File: config.mk
export PLATFORM = sky130hd
export DESIGN_NAME = golden_nonce_reporter
export DESIGN_NICKNAME = d
export VERILOG_FILES = /design/src/rtl/golden_nonce_reporter.sv
export SDC_FILE = /design/constraint.sdc
export NUM_CORES = 1
export LEC_CHECK = 0
export BUFFER_PORTS_ARGS = -buffer_cell sky130_fd_sc_hd__buf_2
export CAP_MARGIN = 10
export CORE_MARGIN = 8
export CORE_UTILIZATION = 38
export DETAILED_ROUTE_END_ITERATION = 10
export PLACE_DENSITY = 0.56
export SLEW_MARGIN = 0
export SYNTH_ARGS = -nofsm -noshare
export SYNTH_HDL_FRONTEND = slang
export SYNTH_SLANG_ARGS = --single-unit
export TNS_END_PERCENT = 20
File: constraint.sdc
create_clock -name clk -period 2.7 [get_ports clk]
set_clock_uncertainty 0.1 [all_clocks]
set_input_delay 0.27 -clock clk [delete_from_list [all_inputs] [get_ports clk]]
set_output_delay 0.27 -clock clk [all_outputs]
set_load 0.005 [all_outputs]
File: src/rtl/golden_nonce_reporter.sv
// Captures each new golden_nonce into a small FIFO and serialises it as a
// six-byte frame (SYNC, four nonce bytes MSB first, XOR checksum) on a valid/ready byte stream.
module golden_nonce_reporter #(
    parameter int         DEPTH     = 4,
    parameter logic [7:0] SYNC_BYTE = 8'hA5
) (
    input  logic                       clk,
    input  logic                       rst,
    input  logic [31:0]                golden_nonce,
    output logic [7:0]                 tx_data,
    output logic                       tx_valid,
    input  logic                       tx_ready,
    output logic [$clog2(DEPTH):0]     fifo_level,
    output logic [7:0]                 dropped_count
);
    localparam int              AW       = $clog2(DEPTH);
    localparam logic [AW:0]     FULL_CNT = (AW + 1)'(DEPTH);

    typedef enum logic [2:0] {IDLE, SYNC, B3, B2, B1, B0, CSUM} state_t;

    // Byte stream: a byte moves when tx_valid & tx_ready are both high at a
    // rising edge; tx_data is held unchanged while tx_valid & !tx_ready.
    state_t          state_q, state_d;
    logic [31:0]     frame_q, frame_d;
    logic [7:0]      tx_data_q, tx_data_d;
    logic [31:0]     last_q, last_d;
    logic [7:0]      dropped_q, dropped_d;
    logic [AW-1:0]   wr_ptr_q, wr_ptr_d, rd_ptr_q, rd_ptr_d;
    logic [AW:0]     count_q, count_d;
    logic [31:0]     mem_q [DEPTH];

    logic change, full, empty, hs, pop, push;
    logic [31:0] head;

    assign change   = golden_nonce != last_q;
    assign full     = count_q == FULL_CNT;
    assign empty    = count_q == '0;
    assign tx_valid = state_q != IDLE;
    assign hs       = tx_valid & tx_ready;
    assign pop      = !empty && (state_q == IDLE || (state_q == CSUM && hs));
    // A full FIFO still takes the new nonce when the head leaves this cycle.
    assign push     = change && (!full || pop);
    assign head     = mem_q[rd_ptr_q];

    assign tx_data       = tx_data_q;
    assign fifo_level    = count_q;
    assign dropped_count = dropped_q;

    always_comb begin
        last_d    = golden_nonce;
        wr_ptr_d  = push ? wr_ptr_q + 1'b1 : wr_ptr_q;
        rd_ptr_d  = pop ? rd_ptr_q + 1'b1 : rd_ptr_q;
        count_d   = count_q;
        if (push && !pop) count_d = count_q + 1'b1;
        else if (pop && !push) count_d = count_q - 1'b1;
        dropped_d = dropped_q;
        if (change && !push && dropped_q != 8'hFF) dropped_d = dropped_q + 1'b1;
    end

    always_comb begin
        state_d   = state_q;
        frame_d   = frame_q;
        tx_data_d = tx_data_q;
        case (state_q)
            IDLE: begin
                tx_data_d = 8'h00;
                if (pop) begin
                    frame_d   = head;
                    state_d   = SYNC;
                    tx_data_d = SYNC_BYTE;
                end
            end
            SYNC: if (hs) begin state_d = B3; tx_data_d = frame_q[31:24]; end
            B3:   if (hs) begin state_d = B2; tx_data_d = frame_q[23:16]; end
            B2:   if (hs) begin state_d = B1; tx_data_d = frame_q[15:8]; end
            B1:   if (hs) begin state_d = B0; tx_data_d = frame_q[7:0]; end
            B0: if (hs) begin
                state_d   = CSUM;
                tx_data_d = frame_q[31:24] ^ frame_q[23:16] ^ frame_q[15:8] ^ frame_q[7:0];
            end
            CSUM: if (hs) begin
                if (pop) begin
                    frame_d   = head;
                    state_d   = SYNC;
                    tx_data_d = SYNC_BYTE;
                end else begin
                    state_d   = IDLE;
                    tx_data_d = 8'h00;
                end
            end
            default: begin
                state_d   = IDLE;
                tx_data_d = 8'h00;
            end
        endcase
    end

    always_ff @(posedge clk or posedge rst) begin
        if (rst) begin
            state_q   <= IDLE;
            frame_q   <= '0;
            tx_data_q <= '0;
            last_q    <= '0;
            dropped_q <= '0;
            wr_ptr_q  <= '0;
            rd_ptr_q  <= '0;
            count_q   <= '0;
        end else begin
            state_q   <= state_d;
            frame_q   <= frame_d;
            tx_data_q <= tx_data_d;
            last_q    <= last_d;
            dropped_q <= dropped_d;
            wr_ptr_q  <= wr_ptr_d;
            rd_ptr_q  <= rd_ptr_d;
            count_q   <= count_d;
        end
    end

    // Storage needs no reset; the pointers and count define what is valid.
    always_ff @(posedge clk) begin
        if (push) mem_q[wr_ptr_q] <= golden_nonce;
    end
endmodule

# --- After elaboration in Yosys (flattened, before gate mapping) ---
# Memories as Yosys holds them, arrays and structs flattened.
# Cells that the tools add are included.
totals:
  register_bits: 90
  mem_bits_rw: 128
  inputBits: 35
  word_cells: 79
  n_memories: 1
mem_list:
  columns: ["memory", "depth", "width", "read_ports", "rd_clocked_by_memory_dff", "write_ports", "line_no", "rtl"]
  rows:
  - ["mem_q", 4, 32, 1, 0, 1, "30", "logic [31:0] mem_q [DEPTH];"]
op_classes:
  add_sub_neg: 5
  n_eq_ne: 16
  n_mux: 24
  n_bitwise: 4
  n_reduce_logical: 21
ops:
  columns: ["op", "n"]
  rows:
  - ["$mux 32", 2]
  - ["$pmux 32 s2", 1]
  - ["$mux 8", 7]
  - ["$pmux 8 s7", 1]
  - ["$ne 32x32->1", 1]
  - ["$mux 3", 9]
  - ["$xor 8x8->8", 3]
  - ["$pmux 3 s7", 1]
  - ["$ne 2x2->1 const B", 7]
  - ["$eq 3x3->1 const B", 4]
  - ["$add 8x1->8 const B", 1]
  - ["$ne 8x8->1 const B", 1]
  - ["$logic_and 1x1->1", 7]
  - ["$reduce_and 7->1", 1]
  - ["$eq 3x2->1 const B", 2]
  - ["$logic_not 3->1", 2]
  - ["$reduce_and 6->1", 1]
  - ["$add 2x1->2 const B", 2]
  - ["$logic_not 1->1", 4]
  - ["$reduce_bool 2->1", 2]
  - ["$add 3x1->3 const B", 1]
  - ["$eq 3x1->1 const B", 1]
  - ["$mux 1", 3]
  - ["$reduce_bool 3->1", 1]
  - ["4 further kinds", 5]

# --- Longest topological paths before layout ---
# Gate-level depths: netlist of the first run.
logic_depth:
  word_depth: 11
  ltp_mapped: 12
  ltp_nobuf: 11

# --- Worst setup path after synthesis of the first run ---
# OpenSTA, ideal clock, no wires.
synth_path:
  path_type: "register to register"
  startpoint: "register state_q[2]"
  endpoint: "memory mem_q[2][0] (enable)"
  t_arrival_ns: 2.021
  setup_slack_ns: 0.187
  stages_incl_launch_ff: 6
  n_path_buf: 0
  path_cell_list: "dfrtp_1 -> or2_1 -> a21oi_2 -> nor4b_4 -> nor2_1 -> and2_1"
synth_between:
  elab_chain_cells: 9
  elab_cells_between_ends: 11
  classes_between: "eq/ne: 1; mux: 2; bitwise: 1; reduce/logical: 7"
synth_rtl:
  columns: ["element", "line_no", "rtl"]
  rows:
  - ["start: declaration", "23", "state_t state_q, state_d;"]
  - ["start signal: assignment", "109", "state_q <= state_d;"]
  - ["$reduce_bool 3->1", "38", "assign tx_valid = state_q != IDLE;"]
  - ["$and 1x1->1", "39", "assign hs = tx_valid & tx_ready;"]
  - ["$logic_and 1x1->1", "40", "assign pop = !empty && (state_q == IDLE || (state_q == CSUM && hs));"]
  - ["$logic_or 1x1->1 *", "40", null]
  - ["$logic_and 1x1->1 *", "40", null]
  - ["$logic_or 1x1->1 *", "42", "assign push = change && (!full || pop);"]
  - ["$logic_and 1x1->1 *", "42", null]
  - ["via push", "32", "logic change, full, empty, hs, pop, push;"]
  - ["$mux 1 *", "122", "if (push) mem_q[wr_ptr_q] <= golden_nonce;"]
  - ["$mux 1 (implied by the code) *", "122", null]
  - ["end: declaration", "30", null]
# Mark *: on every way through the listed nets, which the timed path passes. The rest lies on a longest branch.

# --- Final worst setup path of the first run ---
layout_path:
  startpoint: "input golden_nonce[7]"
  endpoint: "register count_q[1] (netlist: fifo_level[1])"
layout_between:
  elab_cells_between_ends: 7
  classes_between: "eq/ne: 1; mux: 1; reduce/logical: 5"
layout_rtl:
  columns: ["element", "line_no", "rtl"]
  rows:
  - ["start: declaration", "9", "input logic [31:0] golden_nonce,"]
  - ["$ne 32x32->1", "35", "assign change = golden_nonce != last_q;"]
  - ["$logic_and 1x1->1", "42", null]
  - ["via push", "32", null]
  - ["$logic_and 1x1->1", "54", "if (push && !pop) count_d = count_q + 1'b1;"]
  - ["$mux 3", "54", null]
  - ["via count_d[1]", "29", "logic [AW:0] count_q, count_d;"]
  - ["end signal: assignment", "116", "count_q <= count_d;"]
  - ["end: declaration", "29", null]
# The timed path passes the listed nets, and every way through them passes these cells.
# A chain may end at the register's enable or synchronous reset.

==> results of run 1 <==
-- cell usage in the layout, fill, tap and decap left out, types with 6 or more instances in the layout --
cell           synthesis  layout
edfxtp_1             128     128
dfrtp_1               90      89
buf_2                  7      52
xor2_1                48      47
mux2_2                40      39
dlygate4sd3_1          0      33
mux4_2                32      32
clkbuf_16              0      23
buf_4                  3      23
xnor2_1               19      19
nand2_1               13      13
a21oi_1               12      12
nor2_1                13      11
a22oi_1                7       7
buf_12                 0       7
nand3_1                6       6
clkinv_1               0       6
-- critical path: cells and delay by family --
kind	cells	cell delay, ns
XOR/XNOR	1	0.15
multiplexers	1	0.28
adder cells (fa/ha/maj)	2	0.56
buffers and inverters	3	0.76
AND/OR/NAND/NOR	4	0.89
-- logic make-up (layout without fill, tap and decap cells) --
group	after synthesis	in the layout	synth area share, %
xor gates and xnor gates	67	67	6.67
buffers and inverters	28	162	1.42
DFF	218	218	69.3
adders and majority gates	7	7	1.08
AOI/OAI and AO/OA	43	43	3.55
muxes	75	75	13.7
and+or+nand+nor	63	63	4.32
-- layer usage --
layer	global-route usage (%)	vias up	wire length [µm]
met3	1.87	34	724
met4	4.11	0	425
met5	0	-	0
li1	-	2139	-
met1	17.4	2478	7970
met2	23.1	93	9230
-- registers in the layout, summed over array words and instances, names as in the netlist --
signal / cells
last_q: 32
frame_q: 32
fifo_level: 3
mem_q: 128
rd_ptr_q: 2
dropped_count: 8
state_q: 3
tx_data: 8
wr_ptr_q: 2
-- Yosys cell counts (all sizes together), types with 2 or more instances --
master     n
nand3b     2
o21ai      5
and2       4
nor2b      3
mux4      32
nand2     13
nor2      13
o31ai      4
mux2i      2
a21oi     13
xnor2     19
edfxtp   128
nand3      6
nor4       8
clkbuf     9
buf       12
nor3b      2
a2bb2oi    4
xor2      48
nand4      3
ha         6
dfrtp     90
o221ai     3
nor3       4
inv        7
mux2      41
a22o       2
a22oi      7
-- through the flow --
stage	std cells	util [%]	instance area [µm²]
2_1_floorplan	501	-	8810
3_3_place_gp	847	42.4	9630
3_5_place_dp	847	42.4	9630
4_1_cts	920	47.0	10700
5_1_grt	920	47.2	10700
6_report	920	47.2	10700
-- report_power, final --
group | internal, µW | switching (µW) | leakage, µW | total [µW]
Clock | 1730 | 1190 | 0.000342 | 2920
Combinational | 2330 | 2270 | 0.00144 | 4600
Sequential | 4850 | 632 | 0.00227 | 5490
Total | 8910 | 4090 | 0.00405 | 13000
-- worst min path at each step --
stage                      end  depth (start not counted)
floorplan            last_q[0]                          0
global placement    last_q[31]                          1
detailed placement   last_q[8]                          1
CTS                 state_q[1]                          4
global route        state_q[1]                          4
finish              state_q[1]                          4
-- final cells by class --
cell class | instances | area share (%)
clock buffer | 31 | 5.93
clock inverter | 9 | 0.584
timing repair buffer | 115 | 8.43
tap | 285 | 3.33
inverter | 7 | 0.280
sequential | 218 | 56.9
multi-input combinational | 255 | 24.6
-- timing repair --
item	in CTS	in global routing
pin swaps	1	10
hold endpoints to repair	243	0
endpoints found under the setup margin	1	2
setup buffers	0	1
gates resized for setup	3	9
hold buffers	33	0
==> results by group, run 1 <==
Outcome
  • Outcome: complete, no violations

Yosys
  • Synth top area cells: edfxtp_1, dfrtp_1, mux4_2
  • Yosys top cell area share: 43.7%
  • Distinct cells, synth: 46
  • Synth Warn #: 0
  • Cell taking the most area after synthesis: edfxtp_1
  • Post-synth ARST share: 41.3%
  • Mapped Area: 8800 µm²
  • Yosys reg bits: 218
  • Register area share after synthesis: 69.3%
  • Top_reg_cell synth: edfxtp_1
  • Syn_nets: around 540
  • EDFF count, synth: about 130
  • Syn Area/Cell: 17.6 µm²
  • Mapped Cells: 501

Layout
  • Sequential cell area: about 6100 µm²
  • Area Growth Syn to Fin: 21.8%
  • Area of the multi-input gates: between 2000 and 3000 µm²
  • Ant. Diodes: 0
  • Layout cells sized above 1: about a third
  • Fill cells: a little under 2,000
  • Nets@finish: 662

Drt
  • DRC: 0
  • Vias per std cell: between 5 and 6
  • Detailed Route WL: ~18 mm
  • 1st-iter DRT viols: between 150 and 200
  • Vias: ~4,700
  • Antenna-violating nets left: 0
  • WL per Instance: approximately 20 µm
  • Pre-antenna DRT Iters: 4

STA
  • Max Clock Freq: 0.378 GHz
  • PnR worst setup slack: around 0.056 ns
  • Worst slew pin tran: about 0.56 ns
  • Endpoints failing setup: 0
  • Setup TNS: 0 ns
  • Final Hold Slack: around 0.12 ns
  • Minimum clock period: about 2.6 ns
  • Final hold viol count: 0
  • Final Slew Violations: 0
  • Slew margin rel.: a little over three fifths
  • Tcrit/Tclk final: 97.9%

Global route
  • First-pass GRT wire length: 29.8 mm
  • Pin count of the biggest net entering global routing: 91
  • Overflow after GRT: 0
  • Antenna violations before repair: 0
  • Vias in the first global route: around 5,300
  • All-Layer GR Usage: a little over an eighth

Clock network
  • Clock buffer depth: 3
  • Root Driver: clkbuf_16
  • Clock transition at path regs: 0.06 ns
  • Clk sinks: 218
  • Worst-Skew Late Latency: about 0.49 ns
  • H-tree depth: 1
  • CTS tree: done
  • Num CTS Buffers: 23

Worst setup path
  • CP arrival: a little under 3 ns
  • Critical Path Source: golden_nonce[7]
  • Critical Path Sink Type: register
  • CP cell instances: dlygate4sd3_1, buf_4, xor2_1, nor4_2, nand4_1, nor2_4, nor2_4, ha_4, inv_2, fa_1, mux2_4
  • Reg2Reg Depth: 11
  • Reg2reg end: fifo_level[1]
  • FF-to-FF setup slack: 0.10 ns
  • Crit-path slowest cell: dlygate4sd3_1
  • Worst R2R Start: last_q[25]
  • CP endpoint: fifo_level[1]
  • Critical Path RT: 2.97 ns
  • Most common cell on crit path: nor2_4
  • Max stage delay on crit path: 0.55 ns
  • Critical path type: input pin to register
  • CP max FO: 6
  • CP Launch Type: input pin

Placement
  • Final HPWL DP: about 11 mm
  • Routability cong.: roughly 0.73
  • Setup WS pre-CTS: -0.0640 ns
  • Number of buffers added on ports: 54

Floorplanning
  • Total core area: 22,700 µm²
  • IO Count: 55
  • Row cnt: 55
  • Die area: 28,300 µm²
  • Horiz. Die Dim: between 150 and 200 µm
  • Die height: 168 µm
  • Starting density of the core: 38.8%

Pwr
  • Total Power: around 13,000 µW
  • PwrDens: roughly 1200 nW/µm²
  • Maximum vdd ir drop: about 550 µV
  • Pleak: 0.00405 µW

Hold path
  • Tightest Hold Check Type: input pin to register
  • Hold Startpoint: tx_ready

Job
  • Total of max-cap violations: 0
(Power assumes the default switching activity.)
==> inputs of run 2 (changes only) <==
BUFFER_PORTS_ARGS = unset   (was -buffer_cell sky130_fd_sc_hd__buf_2)
CTS_CLUSTER_SIZE = 25   (was unset)
DONT_BUFFER_PORTS = 1   (was unset)
PLACE_DENSITY = 0.54   (was 0.56)
==> results by group, run 2 (same netlist as run 1, synthesis figures left out) <==
STA
  • Final Slew Violations: 0 (unchanged)
  • Max Clock Freq: 0.379 GHz (was 0.378 GHz)
  • Tcrit/Tclk final: 97.8% (was 97.9%)
  • Final hold viol count: 0 (unchanged)
  • Endpoints failing setup: 0 (unchanged)
  • Slew margin rel.: 56.8% (was 62.5%)
  • Minimum clock period: 2.64 ns (about the same)
  • Final Hold Slack: 0.0651 ns (was 0.122 ns)
  • Worst slew pin tran: 0.647 ns (was 0.562 ns)
  • Setup TNS: 0 ns (unchanged)

Hold path
  • Hold Path Stages: 4 (unchanged)
  • Tightest Hold Check Type: input pin to register (unchanged)

Layout
  • Most frequent cells in the layout: edfxtp_1, dfrtp_1, xor2_1 (was edfxtp_1, dfrtp_1, buf_2)
  • Post-Layout Cell Count: 870 (was 920)
  • Most common cell after layout, fill and taps aside: edfxtp_1 (unchanged)
  • Largest regs: mem_q (128), frame_q (32), last_q (32) (unchanged)
  • Nets@finish: 611 (was 662)
  • Fill cells: 1,947 (was 1,973)
  • Layout cells sized above 1: 27.4% (was 31.8%)
  • Largest register FFs: 128 (unchanged)
  • Largest Register: mem_q (unchanged)
  • Final core utilization: 46.3% (was 47.2%)
  • Ant. Diodes: 0 (unchanged)
  • Area Growth Syn to Fin: 19.4% (was 21.8%)

Clock network
  • Clock buffer depth: 3 (unchanged)
  • CTS tree: done (unchanged)
  • Worst-Skew Late Latency: 0.50 ns (was 0.49 ns)
  • Clk sinks: 218 (unchanged)
  • Num CTS Buffers: 23 (unchanged)
  • H-tree depth: 1 (unchanged)
  • Clock transition at path regs: 0.06 ns (about the same)
  • Root Driver: clkbuf_16 (unchanged)

Worst setup path
  • Crit-path slowest cell: nor4_2 (was dlygate4sd3_1)
  • CP Launch Type: register (was input pin)
  • CP max FO: 2 (was 6)
  • Critical path type: register to register (was input pin to register)
  • Reg2Reg Depth: 9 (was 11)
  • CP arrival: 2.92 ns (was 2.91 ns)
  • Critical Path RT: 2.98 ns (was 2.97 ns)
  • CP cell instances: xor2_1, nor4_2, nand4_1, nor2_1, nor2_2, ha_2, inv_2, fa_1, mux2_4 (was dlygate4sd3_1, buf_4, xor2_1, nor4_2, nand4_1, nor2_4, nor2_4, ha_4, inv_2, fa_1, mux2_4)
  • Critical Path Sink Type: register (unchanged)
  • Max stage delay on crit path: 0.41 ns (was 0.55 ns)

Drt
  • Vias: 4,490 (was 4,744)
  • WL per Instance: 21.6 µm (was 19.9 µm)
  • DRC: 0 (unchanged)
  • Antenna-violating nets left: 0 (unchanged)
  • Pre-antenna DRT Iters: 4 (unchanged)
  • Detailed Route WL: 18.8 mm (was 18.3 mm)
  • Vias per std cell: 5.16 (about the same)
  • 1st-iter DRT viols: 227 (was 198)

Placement
  • Number of buffers added on ports: 0 (was 54)
  • Routability cong.: 0.721 (was 0.726)
  • Post-placement cell count: 793 (was 847)
  • Final HPWL DP: 12.0 mm (was 11.4 mm)

Global route
  • All-Layer GR Usage: 13.5% (was 13.4%)
  • Pin count of the biggest net entering global routing: 39 (was 91)
  • First-pass GRT wire length: 29.3 mm (was 29.8 mm)
  • Antenna violations before repair: 0 (unchanged)
  • Vias in the first global route: 4,772 (was 5,266)
  • Overflow after GRT: 0 (unchanged)

Floorplanning
  • Total core area: 22,700 µm² (unchanged)
  • Die area: 28,300 µm² (unchanged)
  • IO Count: 55 (unchanged)
  • Die height: 168 µm (unchanged)
  • Row cnt: 55 (unchanged)
  • Horiz. Die Dim: 168 µm (unchanged)
  • Starting density of the core: 38.8% (unchanged)

Pwr
  • Total Power: 13,000 µW (about the same)
  • PwrDens: 1240 nW/µm² (was 1210 nW/µm²)
  • Pleak: 0.00386 µW (was 0.00405 µW)
  • Maximum vdd ir drop: 548 µV (was 547 µV)

Outcome
  • Outcome: complete, no violations (unchanged)

Job
  • Total of max-cap violations: 0 (unchanged)
## run 2: layout make-up
type | instances | area (µm²) | area share (%)
multi-input combinational | 255 | 2660 | 25.4
clock inverter | 10 | 97.6 | 0.929
timing repair buffer | 64 | 616 | 5.86
sequential | 218 | 6100 | 58.0
inverter | 7 | 30.0 | 0.286
tap | 285 | 357 | 3.39
clock buffer | 31 | 646 | 6.15
## run 2: what timing repair did
action | in CTS | in global routing
buffers inserted | 1 | 1
setup endpoints to repair | 19 | 2
resized for setup | 5 | 9
hold endpoints to repair | 187 | 0
hold buffers | 34 | 0
pin swaps | 3 | 11
## run 2: worst paths after layout
path	from	to	slack [ns]
max reg2reg	last_q[16]	fifo_level[1]	0.06
max in group asynchronous	rst	frame_q[4]	1.63
min in group asynchronous	rst	last_q[24]	0.24
max	last_q[16]	fifo_level[1]	0.06
min	tx_ready	state_q[0]	0.07
min reg2reg	tx_data[2]	tx_data[2]	0.43
## run 2: stage by stage
stage               cell area (µm²)  worst slack (ns)
floorplan                      8810             0.187
global placement               9330            -0.160
detailed placement             9330            -0.188
CTS                           10400            0.0237
global route                  10500           -0.0279
finish                        10500            0.0605
## run 2: layer usage
layer / up-vias / GRT usage, % / share of wire, %
li1: 2030 / - / -
met1: 2346 / 17.4 / 43
met2: 88 / 22.7 / 50
met3: 26 / 2.74 / 4.8
met4: 0 / 3.84 / 1.9
met5: - / 0 / 0
## run 2: report_power, final
part | internal [µW] | switching, µW
clock network | 1860 | 1220
logic | 2200 | 2270
registers | 4850 | 579
## run 2: critical path, delay by kind of cell (launching register included)
| kind | cells | cell delay (ns) |
|---|---|---|
| buffers and inverters | 1 | 0.06 |
| XOR/XNOR | 1 | 0.17 |
| multiplexers | 1 | 0.27 |
| AND/OR/NAND/NOR | 4 | 0.91 |
| adder cells (fa/ha/maj) | 2 | 0.63 |
| flip-flops | 1 | 0.38 |
==> inputs of run 3 (changes only) <==
SETUP_SLACK_MARGIN = 0.5   (was unset)
==> results by group, run 3 (same netlist as run 1, synthesis figures left out) <==
Outcome
  • Outcome: complete, no violations (unchanged)

Clock network
  • CTS tree: done (unchanged)
  • Root Driver: clkbuf_16 (unchanged)
  • Clock transition at path regs: 0.06 ns (about the same)
  • H-tree depth: 1 (unchanged)
  • Clock buffer depth: 3 (unchanged)
  • Worst-Skew Late Latency: 0.50 ns (about the same)
  • Clk sinks: 218 (unchanged)
  • Num CTS Buffers: 23 (unchanged)

STA
  • RSZ-0062 raised after global routing: true
  • Setup TNS: 0 ns (unchanged)
  • Slew margin rel.: 56.5% (was 56.8%)
  • Worst slew pin tran: 0.652 ns (was 0.647 ns)
  • Minimum clock period: 2.60 ns (was 2.64 ns)
  • Max Clock Freq: 0.384 GHz (was 0.379 GHz)
  • Endpoints failing setup: 0 (unchanged)
  • Final hold viol count: 0 (unchanged)
  • Final Slew Violations: 0 (unchanged)
  • Tcrit/Tclk final: 96.4% (was 97.8%)

Worst setup path
  • CP max FO: 2 (unchanged)
  • Crit path buf inv count: 1 (unchanged)
  • CP cell instances: xor2_2, nor4_4, nand4_1, nor2_1, nor2_2, ha_2, inv_2, fa_1, mux2_4 (was xor2_1, nor4_2, nand4_1, nor2_1, nor2_2, ha_2, inv_2, fa_1, mux2_4)
  • Critical Path RT: 2.98 ns (about the same)
  • FF-to-FF setup slack: 0.1 ns (was 0.06 ns)
  • Critical path type: register to register (unchanged)
  • Critical Path Sink Type: register (unchanged)
  • CP arrival: 2.88 ns (was 2.92 ns)
  • Reg2Reg Depth: 9 (unchanged)
  • Reg2reg end: fifo_level[1] (unchanged)
  • Worst R2R Start: last_q[24] (was last_q[16])
  • CP Launch Type: register (unchanged)
  • Max stage delay on crit path: 0.42 ns (was 0.41 ns)
  • Crit-path slowest cell: nor4_4 (was nor4_2)
  • Family with the most delay on the worst path: simple AND/OR/NAND/NOR gates (unchanged)

Pwr
  • Total Power: 13,500 µW (was 13,000 µW)
  • Net Switching: 4250 µW (was 4070 µW)
  • Maximum vdd ir drop: 553 µV (was 548 µV)
  • Flop pwr share: 40.2% (was 41.8%)
  • Pleak: 0.00398 µW (was 0.00386 µW)
  • PwrDens: 1260 nW/µm² (was 1240 nW/µm²)
  • Combinational share of power: 37.1% (was 34.4%)
  • Internal: 9280 µW (was 8920 µW)
  • Clock power share: 22.8% (was 23.7%)
  • Switching portion of total power: 31.4% (was 31.3%)

Global route
  • Pin count of the biggest net entering global routing: 39 (unchanged)
  • Antenna violations before repair: 0 (unchanged)
  • Overflow after GRT: 0 (unchanged)
  • First-pass GRT wire length: 29.8 mm (was 29.3 mm)
  • Vias in the first global route: 4,832 (was 4,772)
  • All-Layer GR Usage: 13.7% (was 13.5%)

Layout
  • Area Growth Syn to Fin: 22.3% (was 19.4%)
  • Most frequent cells in the layout: edfxtp_1, dfrtp_1, xor2_1 (unchanged)
  • Area of the multi-input gates: 2680 µm² (was 2660 µm²)
  • Most common cell after layout, fill and taps aside: edfxtp_1 (unchanged)
  • Largest Register: mem_q (unchanged)
  • Ant. Diodes: 0 (unchanged)
  • Layout cells sized above 1: 29.5% (was 27.4%)
  • Largest register FFs: 128 (unchanged)
  • Largest regs: mem_q (128), frame_q (32), last_q (32) (unchanged)
  • Sequential cell area: 6100 µm² (unchanged)
  • Nets@finish: 622 (was 611)
  • Fill cells: 1,930 (was 1,947)

Hold path
  • Worst Hold End: state_q[0] (unchanged)
  • Hold Path Stages: 4 (unchanged)
  • Tightest Hold Check Type: input pin to register (unchanged)
  • Hold Startpoint: tx_ready (unchanged)

Drt
  • Vias: 4,601 (was 4,490)
  • 1st-iter DRT viols: 255 (was 227)
  • Detailed Route WL: 19.8 mm (was 18.8 mm)
  • DRC: 0 (unchanged)
  • Pre-antenna DRT Iters: 4 (unchanged)
  • Vias per std cell: 5.22 (was 5.16)
  • Antenna-violating nets left: 0 (unchanged)
  • WL per Instance: 22.4 µm (was 21.6 µm)

Placement
  • Number of buffers added on ports: 0 (unchanged)
  • Routability cong.: 0.721 (unchanged)
  • Final HPWL DP: 12.0 mm (unchanged)

Floorplanning
  • Starting density of the core: 38.8% (unchanged)
  • Die area: 28,300 µm² (unchanged)
  • Horiz. Die Dim: 168 µm (unchanged)
  • Die height: 168 µm (unchanged)
  • Total core area: 22,700 µm² (unchanged)
  • IO Count: 55 (unchanged)
  • Row cnt: 55 (unchanged)

Job
  • Total of max-cap violations: 0 (unchanged)
==> run 3: cell types whose count changed in the layout (fill, tap and decap cells not counted) <==
cell | previous run | this run
buf_8 | 0 | 1
clkbuf_16 | 23 | 28
buf_6 | 0 | 3
and2_1 | 4 | 0
buf_12 | 4 | 5
buf_4 | 26 | 25
xor2_2 | 3 | 4
buf_16 | 0 | 2
xor2_1 | 45 | 44
and2_4 | 0 | 4
==> run 3: cell type report <==
cell class | count | share of cell area (%)
flip-flops and latches | 218 | 56.6
multi-input cells | 255 | 24.9
repair buffers | 75 | 7.96
clock buffers | 31 | 6.00
well taps | 285 | 3.31
clock inverters | 10 | 0.907
inverters | 7 | 0.279
==> run 3: per-layer routing <==
layer / up-vias / share of wire (%) / global-route usage (%)
li1: 2051 / - / -
met1: 2422 / 42 / 17.9
met2: 106 / 51 / 23.1
met3: 22 / 5.7 / 2.67
met4: 0 / 1.6 / 3.69
met5: - / 0 / 0
==> run 3: tightest hold or removal path: cells and delay by family <==
kind	cells	cell delay (ns)
buffers and inverters	1	0.06
AOI/OAI and AO/OA	3	0.28
==> run 3: power groups by stage <==
stage               clock [µW]  combinational [µW]  sequential (µW)
CTS                       3160                4790             5460
detailed placement           0                4430             5530
global placement             0                4370             5450
floorplan                    0                3250             5330
finish                    3080                5010             5430
global route              3290                5440             5560
==> run 3: repair_timing <==
item | in CTS | in global routing
hold buffers | 34 | 0
setup endpoints to repair | 141 | 158
setup buffers | 2 | 4
hold endpoints to repair | 187 | 0
pin swaps | 6 | 14
resized for setup | 19 | 14
gates cloned | 2 | 5
==> run 3: worst max-delay path by stage <==
stage	from	end	slack, ns	cells past startpoint
2_1_floorplan	state_q[2]	mem_q[2][0]	0.19	5
3_3_place_gp	last_q[24]	fifo_level[1]	-0.16	9
3_5_place_dp	last_q[17]	fifo_level[1]	-0.19	9
4_1_cts	last_q[10]	fifo_level[1]	0.05	9
5_1_grt	last_q[24]	fifo_level[1]	0.0004	9
6_report	last_q[24]	fifo_level[1]	0.1	9
==> run 3: through the flow <==
step	worst slack [ns]	util, %	hold slack (ns)	std cells	instance area (µm²)
floorplan	0.187	-	0.201	501	8810
finish	0.0975	47.4	0.0591	881	10800
global route	0.000414	47.4	0.0579	881	10800
CTS	0.0496	46.5	0.0108	872	10600
detailed placement	-0.188	41.1	0.159	793	9330
global placement	-0.160	41.1	0.154	793	9330
